File: config.mk
export PLATFORM = sky130hd
export DESIGN_NAME = ws2812b_frame_controller_flat
export DESIGN_NICKNAME = d
export VERILOG_FILES = /design/src/rtl/ws2812b_frame_controller_if.sv /design/src/rtl/ws2812b_frame_controller.sv /design/src/flat_wrapper.sv
export SDC_FILE = /design/constraint.sdc
export NUM_CORES = 1
export LEC_CHECK = 0
export ABC_AREA = 1
export CAP_MARGIN = 20
export CORE_MARGIN = 8
export CORE_UTILIZATION = 41
export DETAILED_ROUTE_END_ITERATION = 12
export PLACE_DENSITY = 0.6
export SETUP_SLACK_MARGIN = 0.4
export SKIP_CTS_REPAIR_TIMING = 1
export SYNTH_ARGS = -nofsm -noshare
export SYNTH_HDL_FRONTEND = slang
export SYNTH_SLANG_ARGS = --single-unit
File: constraint.sdc
create_clock -name clk -period 3.87 [get_ports clk]
set_input_delay 0.774 -clock clk [delete_from_list [all_inputs] [get_ports clk]]
set_output_delay 0.774 -clock clk [all_outputs]
set_load 0.02 [all_outputs]
File: src/rtl/ws2812b_frame_controller_if.sv
// Bus bundle between the WS2812B frame controller and its environment.
interface ws2812b_frame_controller_if;
    logic        enable;
    logic        din;
    logic        bit_valid;
    logic        bit_value;
    logic [7:0]  pixel_index;
    logic [15:0] latch_cycles;
    logic [23:0] pixel_data;
    logic        pixel_ready;
    logic        frame_done;
    logic [7:0]  frame_pixels;
    logic        frame_error;
    logic        busy;

    // Environment side: drives the line, decoded bits and configuration.
    modport master (
        output enable, din, bit_valid, bit_value, pixel_index, latch_cycles,
        input  pixel_data, pixel_ready, frame_done, frame_pixels, frame_error, busy
    );

    // Controller side.
    modport slave (
        input  enable, din, bit_valid, bit_value, pixel_index, latch_cycles,
        output pixel_data, pixel_ready, frame_done, frame_pixels, frame_error, busy
    );
endinterface

File: src/rtl/ws2812b_frame_controller.sv
// WS2812B frame controller: detects latch gaps on the raw line, assembles
// decoded bits into 24-bit GRB words and captures one selected word per frame.
module ws2812b_frame_controller (
    input  logic                        clk,
    input  logic                        reset,
    ws2812b_frame_controller_if.slave   bus
);
    localparam int unsigned WORD_W = 24;
    localparam int unsigned GAP_W  = 16;
    localparam int unsigned IDX_W  = 8;
    localparam int unsigned BIT_W  = 5;

    localparam logic [1:0] ST_WAIT_LATCH = 2'd0;
    localparam logic [1:0] ST_IDLE       = 2'd1;
    localparam logic [1:0] ST_RECEIVE    = 2'd2;

    logic               din_meta_q, din_meta_d;
    logic               din_sync_q, din_sync_d;
    logic [GAP_W-1:0]   gap_q, gap_d;
    logic [1:0]         state_q, state_d;
    logic [BIT_W-1:0]   bit_cnt_q, bit_cnt_d;
    logic [IDX_W-1:0]   word_cnt_q, word_cnt_d;
    logic [WORD_W-1:0]  shift_q, shift_d;
    logic [WORD_W-1:0]  pixel_data_q, pixel_data_d;
    logic               pixel_ready_q, pixel_ready_d;
    logic               frame_done_q, frame_done_d;
    logic [IDX_W-1:0]   frame_pixels_q, frame_pixels_d;
    logic               frame_error_q, frame_error_d;
    logic               busy_q, busy_d;

    logic [GAP_W-1:0]   threshold_c;
    logic               gap_hit_c;
    logic [WORD_W-1:0]  acc_shift_c;
    logic               acc_word_done_c;
    logic [BIT_W-1:0]   acc_bit_c;
    logic [IDX_W-1:0]   acc_word_c;
    logic               acc_capture_c;
    logic               take_bit_c;
    logic               end_frame_c;
    logic [BIT_W-1:0]   bit_now_c;
    logic [IDX_W-1:0]   word_now_c;

    // Line synchronizer and saturating low-run (gap) counter.
    always_comb begin
        din_meta_d  = bus.din;
        din_sync_d  = din_meta_q;
        threshold_c = (bus.latch_cycles == '0) ? GAP_W'(1) : bus.latch_cycles;
        gap_hit_c   = (gap_q >= threshold_c);
        if (din_sync_q) begin
            gap_d = '0;
        end else if (gap_q != {GAP_W{1'b1}}) begin
            gap_d = gap_q + GAP_W'(1);
        end else begin
            gap_d = gap_q;
        end
    end

    // Counter and shift values that result if the current bit is accepted.
    always_comb begin
        acc_shift_c     = {shift_q[WORD_W-2:0], bus.bit_value};
        acc_word_done_c = (bit_cnt_q == BIT_W'(WORD_W - 1));
        acc_bit_c       = acc_word_done_c ? '0 : bit_cnt_q + BIT_W'(1);
        acc_capture_c   = acc_word_done_c && (word_cnt_q == bus.pixel_index);
        if (acc_word_done_c && (word_cnt_q != {IDX_W{1'b1}})) begin
            acc_word_c = word_cnt_q + IDX_W'(1);
        end else begin
            acc_word_c = word_cnt_q;
        end
    end

    // Next-state and output logic.
    always_comb begin
        state_d        = state_q;
        bit_cnt_d      = bit_cnt_q;
        word_cnt_d     = word_cnt_q;
        shift_d        = shift_q;
        pixel_data_d   = pixel_data_q;
        pixel_ready_d  = 1'b0;
        frame_done_d   = 1'b0;
        frame_pixels_d = frame_pixels_q;
        frame_error_d  = frame_error_q;
        take_bit_c     = 1'b0;
        end_frame_c    = 1'b0;

        if (!bus.enable) begin
            // Abort: discard the partial frame, keep the reported results.
            state_d    = ST_WAIT_LATCH;
            bit_cnt_d  = '0;
            word_cnt_d = '0;
            shift_d    = '0;
        end else begin
            case (state_q)
                ST_WAIT_LATCH: begin
                    if (gap_hit_c) begin
                        state_d = ST_IDLE;
                    end
                end
                ST_IDLE: begin
                    if (bus.bit_valid) begin
                        take_bit_c = 1'b1;
                        state_d    = ST_RECEIVE;
                    end
                end
                ST_RECEIVE: begin
                    take_bit_c  = bus.bit_valid;
                    end_frame_c = gap_hit_c;
                end
                default: begin
                    state_d = ST_WAIT_LATCH;
                end
            endcase
        end

        bit_now_c  = take_bit_c ? acc_bit_c  : bit_cnt_q;
        word_now_c = take_bit_c ? acc_word_c : word_cnt_q;

        if (take_bit_c) begin
            shift_d    = acc_shift_c;
            bit_cnt_d  = acc_bit_c;
            word_cnt_d = acc_word_c;
            if (acc_capture_c) begin
                pixel_data_d  = acc_shift_c;
                pixel_ready_d = 1'b1;
            end
        end

        // A bit arriving with the gap is counted before the frame closes.
        if (end_frame_c) begin
            state_d        = ST_IDLE;
            frame_done_d   = 1'b1;
            frame_pixels_d = word_now_c;
            frame_error_d  = (bit_now_c != '0);
            bit_cnt_d      = '0;
            word_cnt_d     = '0;
            shift_d        = '0;
        end

        busy_d = (state_d == ST_RECEIVE);
    end

    // State and output registers.
    always_ff @(posedge clk or posedge reset) begin
        if (reset) begin
            din_meta_q     <= 1'b0;
            din_sync_q     <= 1'b0;
            gap_q          <= '0;
            state_q        <= ST_WAIT_LATCH;
            bit_cnt_q      <= '0;
            word_cnt_q     <= '0;
            shift_q        <= '0;
            pixel_data_q   <= '0;
            pixel_ready_q  <= 1'b0;
            frame_done_q   <= 1'b0;
            frame_pixels_q <= '0;
            frame_error_q  <= 1'b0;
            busy_q         <= 1'b0;
        end else begin
            din_meta_q     <= din_meta_d;
            din_sync_q     <= din_sync_d;
            gap_q          <= gap_d;
            state_q        <= state_d;
            bit_cnt_q      <= bit_cnt_d;
            word_cnt_q     <= word_cnt_d;
            shift_q        <= shift_d;
            pixel_data_q   <= pixel_data_d;
            pixel_ready_q  <= pixel_ready_d;
            frame_done_q   <= frame_done_d;
            frame_pixels_q <= frame_pixels_d;
            frame_error_q  <= frame_error_d;
            busy_q         <= busy_d;
        end
    end

    assign bus.pixel_data   = pixel_data_q;
    assign bus.pixel_ready  = pixel_ready_q;
    assign bus.frame_done   = frame_done_q;
    assign bus.frame_pixels = frame_pixels_q;
    assign bus.frame_error  = frame_error_q;
    assign bus.busy         = busy_q;
endmodule

File: src/flat_wrapper.sv
// flat-port wrapper written by rule: the top's interface ports become plain ports
module ws2812b_frame_controller_flat 
  (clk, reset, bus_enable, bus_din, bus_bit_valid, bus_bit_value, bus_pixel_index, bus_latch_cycles, bus_pixel_data, bus_pixel_ready, bus_frame_done, bus_frame_pixels, bus_frame_error, bus_busy);
  ws2812b_frame_controller_if bus_i ();
  input  logic clk;
  input  logic reset;
  input wire logic [$bits(bus_i.enable)-1:0] bus_enable;
  input wire logic [$bits(bus_i.din)-1:0] bus_din;
  input wire logic [$bits(bus_i.bit_valid)-1:0] bus_bit_valid;
  input wire logic [$bits(bus_i.bit_value)-1:0] bus_bit_value;
  input wire logic [$bits(bus_i.pixel_index)-1:0] bus_pixel_index;
  input wire logic [$bits(bus_i.latch_cycles)-1:0] bus_latch_cycles;
  output wire logic [$bits(bus_i.pixel_data)-1:0] bus_pixel_data;
  output wire logic [$bits(bus_i.pixel_ready)-1:0] bus_pixel_ready;
  output wire logic [$bits(bus_i.frame_done)-1:0] bus_frame_done;
  output wire logic [$bits(bus_i.frame_pixels)-1:0] bus_frame_pixels;
  output wire logic [$bits(bus_i.frame_error)-1:0] bus_frame_error;
  output wire logic [$bits(bus_i.busy)-1:0] bus_busy;
  assign bus_i.enable = bus_enable;
  assign bus_i.din = bus_din;
  assign bus_i.bit_valid = bus_bit_valid;
  assign bus_i.bit_value = bus_bit_value;
  assign bus_i.pixel_index = bus_pixel_index;
  assign bus_i.latch_cycles = bus_latch_cycles;
  assign bus_pixel_data = bus_i.pixel_data;
  assign bus_pixel_ready = bus_i.pixel_ready;
  assign bus_frame_done = bus_i.frame_done;
  assign bus_frame_pixels = bus_i.frame_pixels;
  assign bus_frame_error = bus_i.frame_error;
  assign bus_busy = bus_i.busy;
  ws2812b_frame_controller u_core (.clk(clk), .reset(reset), .bus(bus_i));
endmodule
# Yosys cells after proc, flatten, opt, wreduce, memory -nomap -nowiden
# Index checks and enable logic that the tools add are counted.
# totals
latch_bits,0
out_inout_bits,36
reg_bits,92
ramBits,0
word_cells,61
rom_bits,0
memories,0
# classes
n_lt_le_gt_ge,1
mux,29
shift,0
mul,0
n_addsub,3
n_div,0
n_eq_ne,8
reduce_logical,7
n_bitwise,0
# ops
cell,n
2-to-1 mux 23 bit,3
2-to-1 mux 16 bit,3
2-to-1 mux 8 bit,5
2-to-1 mux 5 bit,5
adder 16 x 1 -> 16 bit (second input constant),1
>= comparator 16 bit,1
zero test 16 bit,1
inequality test 16 bit (second input constant),1
adder 8 x 1 -> 8 bit (second input constant),1
equality test 8 bit,1
2-to-1 mux 2 bit,4
inequality test 8 bit (second input constant),1
2-to-1 mux 1 bit,7
case mux 2 bit (3 select lines),1
adder 5 x 1 -> 5 bit (second input constant),1
equality test 5 bit (second input constant),1
nonzero test 5 bit,1
equality test 2 bit (second input constant),2
inequality test 3 x 1 -> 1 bit (second input constant),1
equality test 2 x 1 -> 1 bit (second input constant),1
logical AND 1 bit,2
zero test 2 bit,1
case mux 1 bit (2 select lines),1
AND reduction 2 bit,1
nonzero test 2 bit,1

# Logic depth before layout (Yosys ltp)
# logic_depth
word_depth,8
depth_mapped,17
mapped_depth_nobuf,16

# Worst setup path after synthesis
# Ideal clock, no wire load.
# synth_timing
kind,input to register
start,input bus_latch_cycles[9]
end,register u_core.shift_q[0]
path_buffers,2
path_stages,16
arrival_ns,2.392
setup_slack_ns,1.412
path_cell_list,nor4_1 a41o_1 ha_1 nand2_1 nor2_1 nor2_1 nand2_1 nand2_1 nand2_1 nand2_1 nand2_1 nand2_1 buf_4 buf_2 nand3_1 nand2_1
# synth_via
elab_chain_len,6
elab_cells_between_ends,7
classes_between,order compare (1); eq/ne (1); mux (4); reduce/logical (1)
# synth_lines
element,line,source
"start, declared",flat_wrapper.sv:12,input wire logic [$bits(bus_i.latch_cycles)-1:0] bus_latch_cycles;
zero test 16 bit,ws2812b_frame_controller.sv:47,threshold_c = (bus.latch_cycles == '0) ? GAP_W'(1) : bus.latch_cycles;
2-to-1 mux 16 bit (*),ws2812b_frame_controller.sv:47,
>= comparator 16 bit (*),ws2812b_frame_controller.sv:48,gap_hit_c = (gap_q >= threshold_c);
2-to-1 mux 1 bit (*),ws2812b_frame_controller.sv:92,case (state_q)
2-to-1 mux 1 bit (*),ws2812b_frame_controller.sv:85,if (!bus.enable) begin
inequality test 3 x 1 -> 1 bit (no line) or 2-to-1 mux 23 bit (tied branches),-,
"end signal, assigned",ws2812b_frame_controller.sv:164,shift_q <= shift_d;
"end, declared",ws2812b_frame_controller.sv:23,"logic [WORD_W-1:0] shift_q, shift_d;"
# Every way passes the cells marked *; elsewhere a longest branch is shown, timed or not.
# A chain may end at the register's enable or synchronous reset.

# Worst setup path after layout
# layout_timing
start,input bus_latch_cycles[0]
end,register u_core.frame_pixels_q[3] (netlist: u_core.bus.frame_pixels[3])
# layout_via
elab_chain_len,5
# layout_lines
element,line,source
zero test 16 bit,ws2812b_frame_controller.sv:47,
2-to-1 mux 16 bit (*),ws2812b_frame_controller.sv:47,
>= comparator 16 bit (*),ws2812b_frame_controller.sv:48,
2-to-1 mux 1 bit (*),ws2812b_frame_controller.sv:92,
2-to-1 mux 1 bit (*),ws2812b_frame_controller.sv:85,
net u_core.end_frame_c,ws2812b_frame_controller.sv:39,logic end_frame_c;
"end signal, assigned",ws2812b_frame_controller.sv:168,frame_pixels_q <= frame_pixels_d;
"end, declared",ws2812b_frame_controller.sv:27,"logic [IDX_W-1:0] frame_pixels_q, frame_pixels_d;"
# The timed path passes the listed nets; every way through them passes the cells marked *.

==> qor.csv <==
metric,value,unit
dieArea,16020,um^2
slew-limit-headroom,60.15,%
wl,11630,um
htree_levels,3,
powerDensity,334.0,nW/um^2
initial_core_util,41.90,%
clk_root_buffer_cell,clkbuf_16,
ys_top_cells_by_area,"dfrtp_1, nand2_1, nand3_1",
synth_edf_count,0,
min_period_over_period,80.00,%
cts_buffers,9,
synthFlopType,dfrtp_1,
place.gp.congestion,0.8487,
first_pass_iters,4,
cp.arrival,3.37,ns
crit_fanout,26,
grt_max_degree,93,
leakagePower,0.003235,uW
rsz0062_at_grt,no,
design_area,6143,um^2
grt_use_total,15.08,%
grt_antenna_before_repair,0,
insertion_delay,0.34,ns
drive_above_1_share,9.262,%
cp.required,4.14,ns
hpwl,8333,um
ys_seq_elements,92,
peakVddDrop,0.1536,mV
syn_inst,624,
rows,40,
utilization,51.36,%
synthesis.nets,677,
area_growth,22.57,%
syn-mean-instance-area,8.033,um^2
min_period,3.096,ns
setup_viol,0,
max_freq,323.0,MHz
layout_common_cells,"nand2_1, dfrtp_1, inv_1, nand3_1, clkdlybuf4s50_1",
r2r_end,u_core.bus.frame_pixels[3],
finalMaxSlewViolations,0,
startpoint,bus_latch_cycles[0],
synth.yosys.seq_area_share,45.93,%
grt_remaining_overflow,0,
io_buffer_count,65,
synth_area_leader_cell,dfrtp_1,
cts_tree,done,
hp-class,reg -> reg,
synth_warnings,0,
reg2reg_depth,13,
critPathLaunchType,input pin,
vias_per_cell,5.041,
r2r_start,u_core.gap_q[3],
cts.sinks,92,
drv_cap,0,
cts_buffer_depth,2,
yosysTopAreaCellShare,45.93,%
vias,4224,
n_antenna_cell,0,
yosysUniqueCellTypes,34,
setup.worst_path.end,u_core.bus.frame_pixels[3],
grt_first_pass_wirelength,20030,um
netlist_area,5012,um^2
core,11960,um^2
worstSetupEndpointType,flip-flop,
hold_slack,0.3638,ns
grt_pass1_vias,4166,
critPathKind,in -> reg,
path_clk_slew,0.07,ns
drtIter0Drc,273,
dpl-instance-area,5796,um^2
fin_nets,739,
fillCellCount,1134,
r2r_setup_slack,1.48,ns
drc_errors,0,
dieWidth,126.6,um
report.final.hold_viol_count,0,
layout_commonest_cell,nand2_1,
tightest_slew,0.5978,ns
status,"finished, final reports clean",
ant_nets,0,
ios,66,
fin_setup_tns,0,ns
die_h,126.6,um
power,2052,uW
async_reset_ff_share,100.0,%
wl_per_cell,13.88,um
fin_skew,0.01120,ns
[layout make-up]
| cell class | instances | area (um^2) | area share (%) |
|---|---|---|---|
| Clock inverter | 6 | 93.84 | 1.527 |
| Timing Repair Buffer | 71 | 728.2 | 11.85 |
| Inverter | 95 | 357.8 | 5.825 |
| Tap cell | 147 | 183.9 | 2.994 |
| Sequential cell | 92 | 2302 | 37.47 |
| Clock buffer | 10 | 239.0 | 3.890 |
| Multi-Input combinational cell | 417 | 2238 | 36.44 |
[sequential cells by signal, indices dropped and copies added (netlist names)]
name	flops
u_core.bus.pixel_data	24
u_core.din_sync_q	1
u_core.bus.frame_pixels	8
u_core.bus.frame_done	1
u_core.bus.busy	1
u_core.din_meta_q	1
u_core.bus.frame_error	1
u_core.bit_cnt_q	5
u_core.state_q	2
u_core.shift_q	23
u_core.gap_q	16
u_core.word_cnt_q	8
u_core.bus.pixel_ready	1
[critical path: stages]
cell             delay (ns)
clkdlybuf4s50_1        0.44
nor4_1                 0.35
a41o_1                 0.22
ha_1                   0.11
nand2_1                0.04
nor2_1                 0.08
nor2_1                 0.04
nand2_1                0.05
nand2_1                0.04
nand2_1                0.07
nand2_1                0.08
nand2_1                0.11
nand3_2                0.45
inv_2                  0.33
nand2_1                0.11
nand2_1                0.06
[worst min-delay path by stage]
stage,from,endpoint,slack (ns),cells after the start
after detailed placement,u_core.din_meta_q,u_core.din_sync_q,0.35,0
after floorplan,u_core.din_meta_q,u_core.din_sync_q,0.33,0
after global routing,u_core.din_meta_q,u_core.din_sync_q,0.38,0
after CTS,u_core.din_meta_q,u_core.din_sync_q,0.37,0
after global placement,u_core.din_meta_q,u_core.din_sync_q,0.34,0
final,u_core.din_meta_q,u_core.din_sync_q,0.36,0
[where the power goes]
group | total (uW) | internal [uW] | switching [uW]
sequential | 969 | 965 | 4.01
combinational | 105 | 45.8 | 58.9
clock | 978 | 592 | 386
[Yosys cell counts, types with 2 or more instances]
cell      instances
nand4_1           5
buf_2             9
a21oi_2          20
nor2_1           55
xnor2_1           5
ha_1             23
nor4_1            5
buf_6             4
inv_1            89
nand3_1          85
clkbuf_1          6
nand2_2           4
inv_2             6
a211oi_1          2
o21ai_1          14
dfrtp_1          92
nand2_1         130
or2_1             4
nor2_2            4
nor3_4            2
a21oi_1          21
o21ai_0          14
xor2_1            4
nor3_1            6
a31oi_1           6
[metal layers]
metal | global-route usage (%) | wire [um] | vias to the layer above
li1 | - | - | 2133
met1 | 19.08 | 5319 | 1983
met2 | 24.69 | 5566 | 96
met3 | 3.435 | 634 | 12
met4 | 5.449 | 114 | 0
met5 | 0 | 0 | -
[metrics by stage]
step	worst slack [ns]	std cells
2_1_floorplan	0.7040	624
3_3_place_gp	0.4187	821
3_5_place_dp	0.4149	821
4_1_cts	0.7329	837
5_1_grt	0.5169	838
6_report	0.7742	838
[logic make-up (layout without fill, tap and decap cells)]
| logic type | count (synthesis) | after routing | share of synthesized area, % |
|---|---|---|---|
| AO/OA/AOI/OAI | 81 | 81 | 10.11 |
| buffers and inverters | 115 | 182 | 9.511 |
| adder cells (fa/ha/maj) | 23 | 23 | 5.741 |
| XOR/XNOR | 9 | 9 | 1.573 |
| flip-flops | 92 | 92 | 45.93 |
| AND/OR/NAND/NOR | 304 | 304 | 27.13 |
Note: power is estimated with default switching activity, not from simulation.
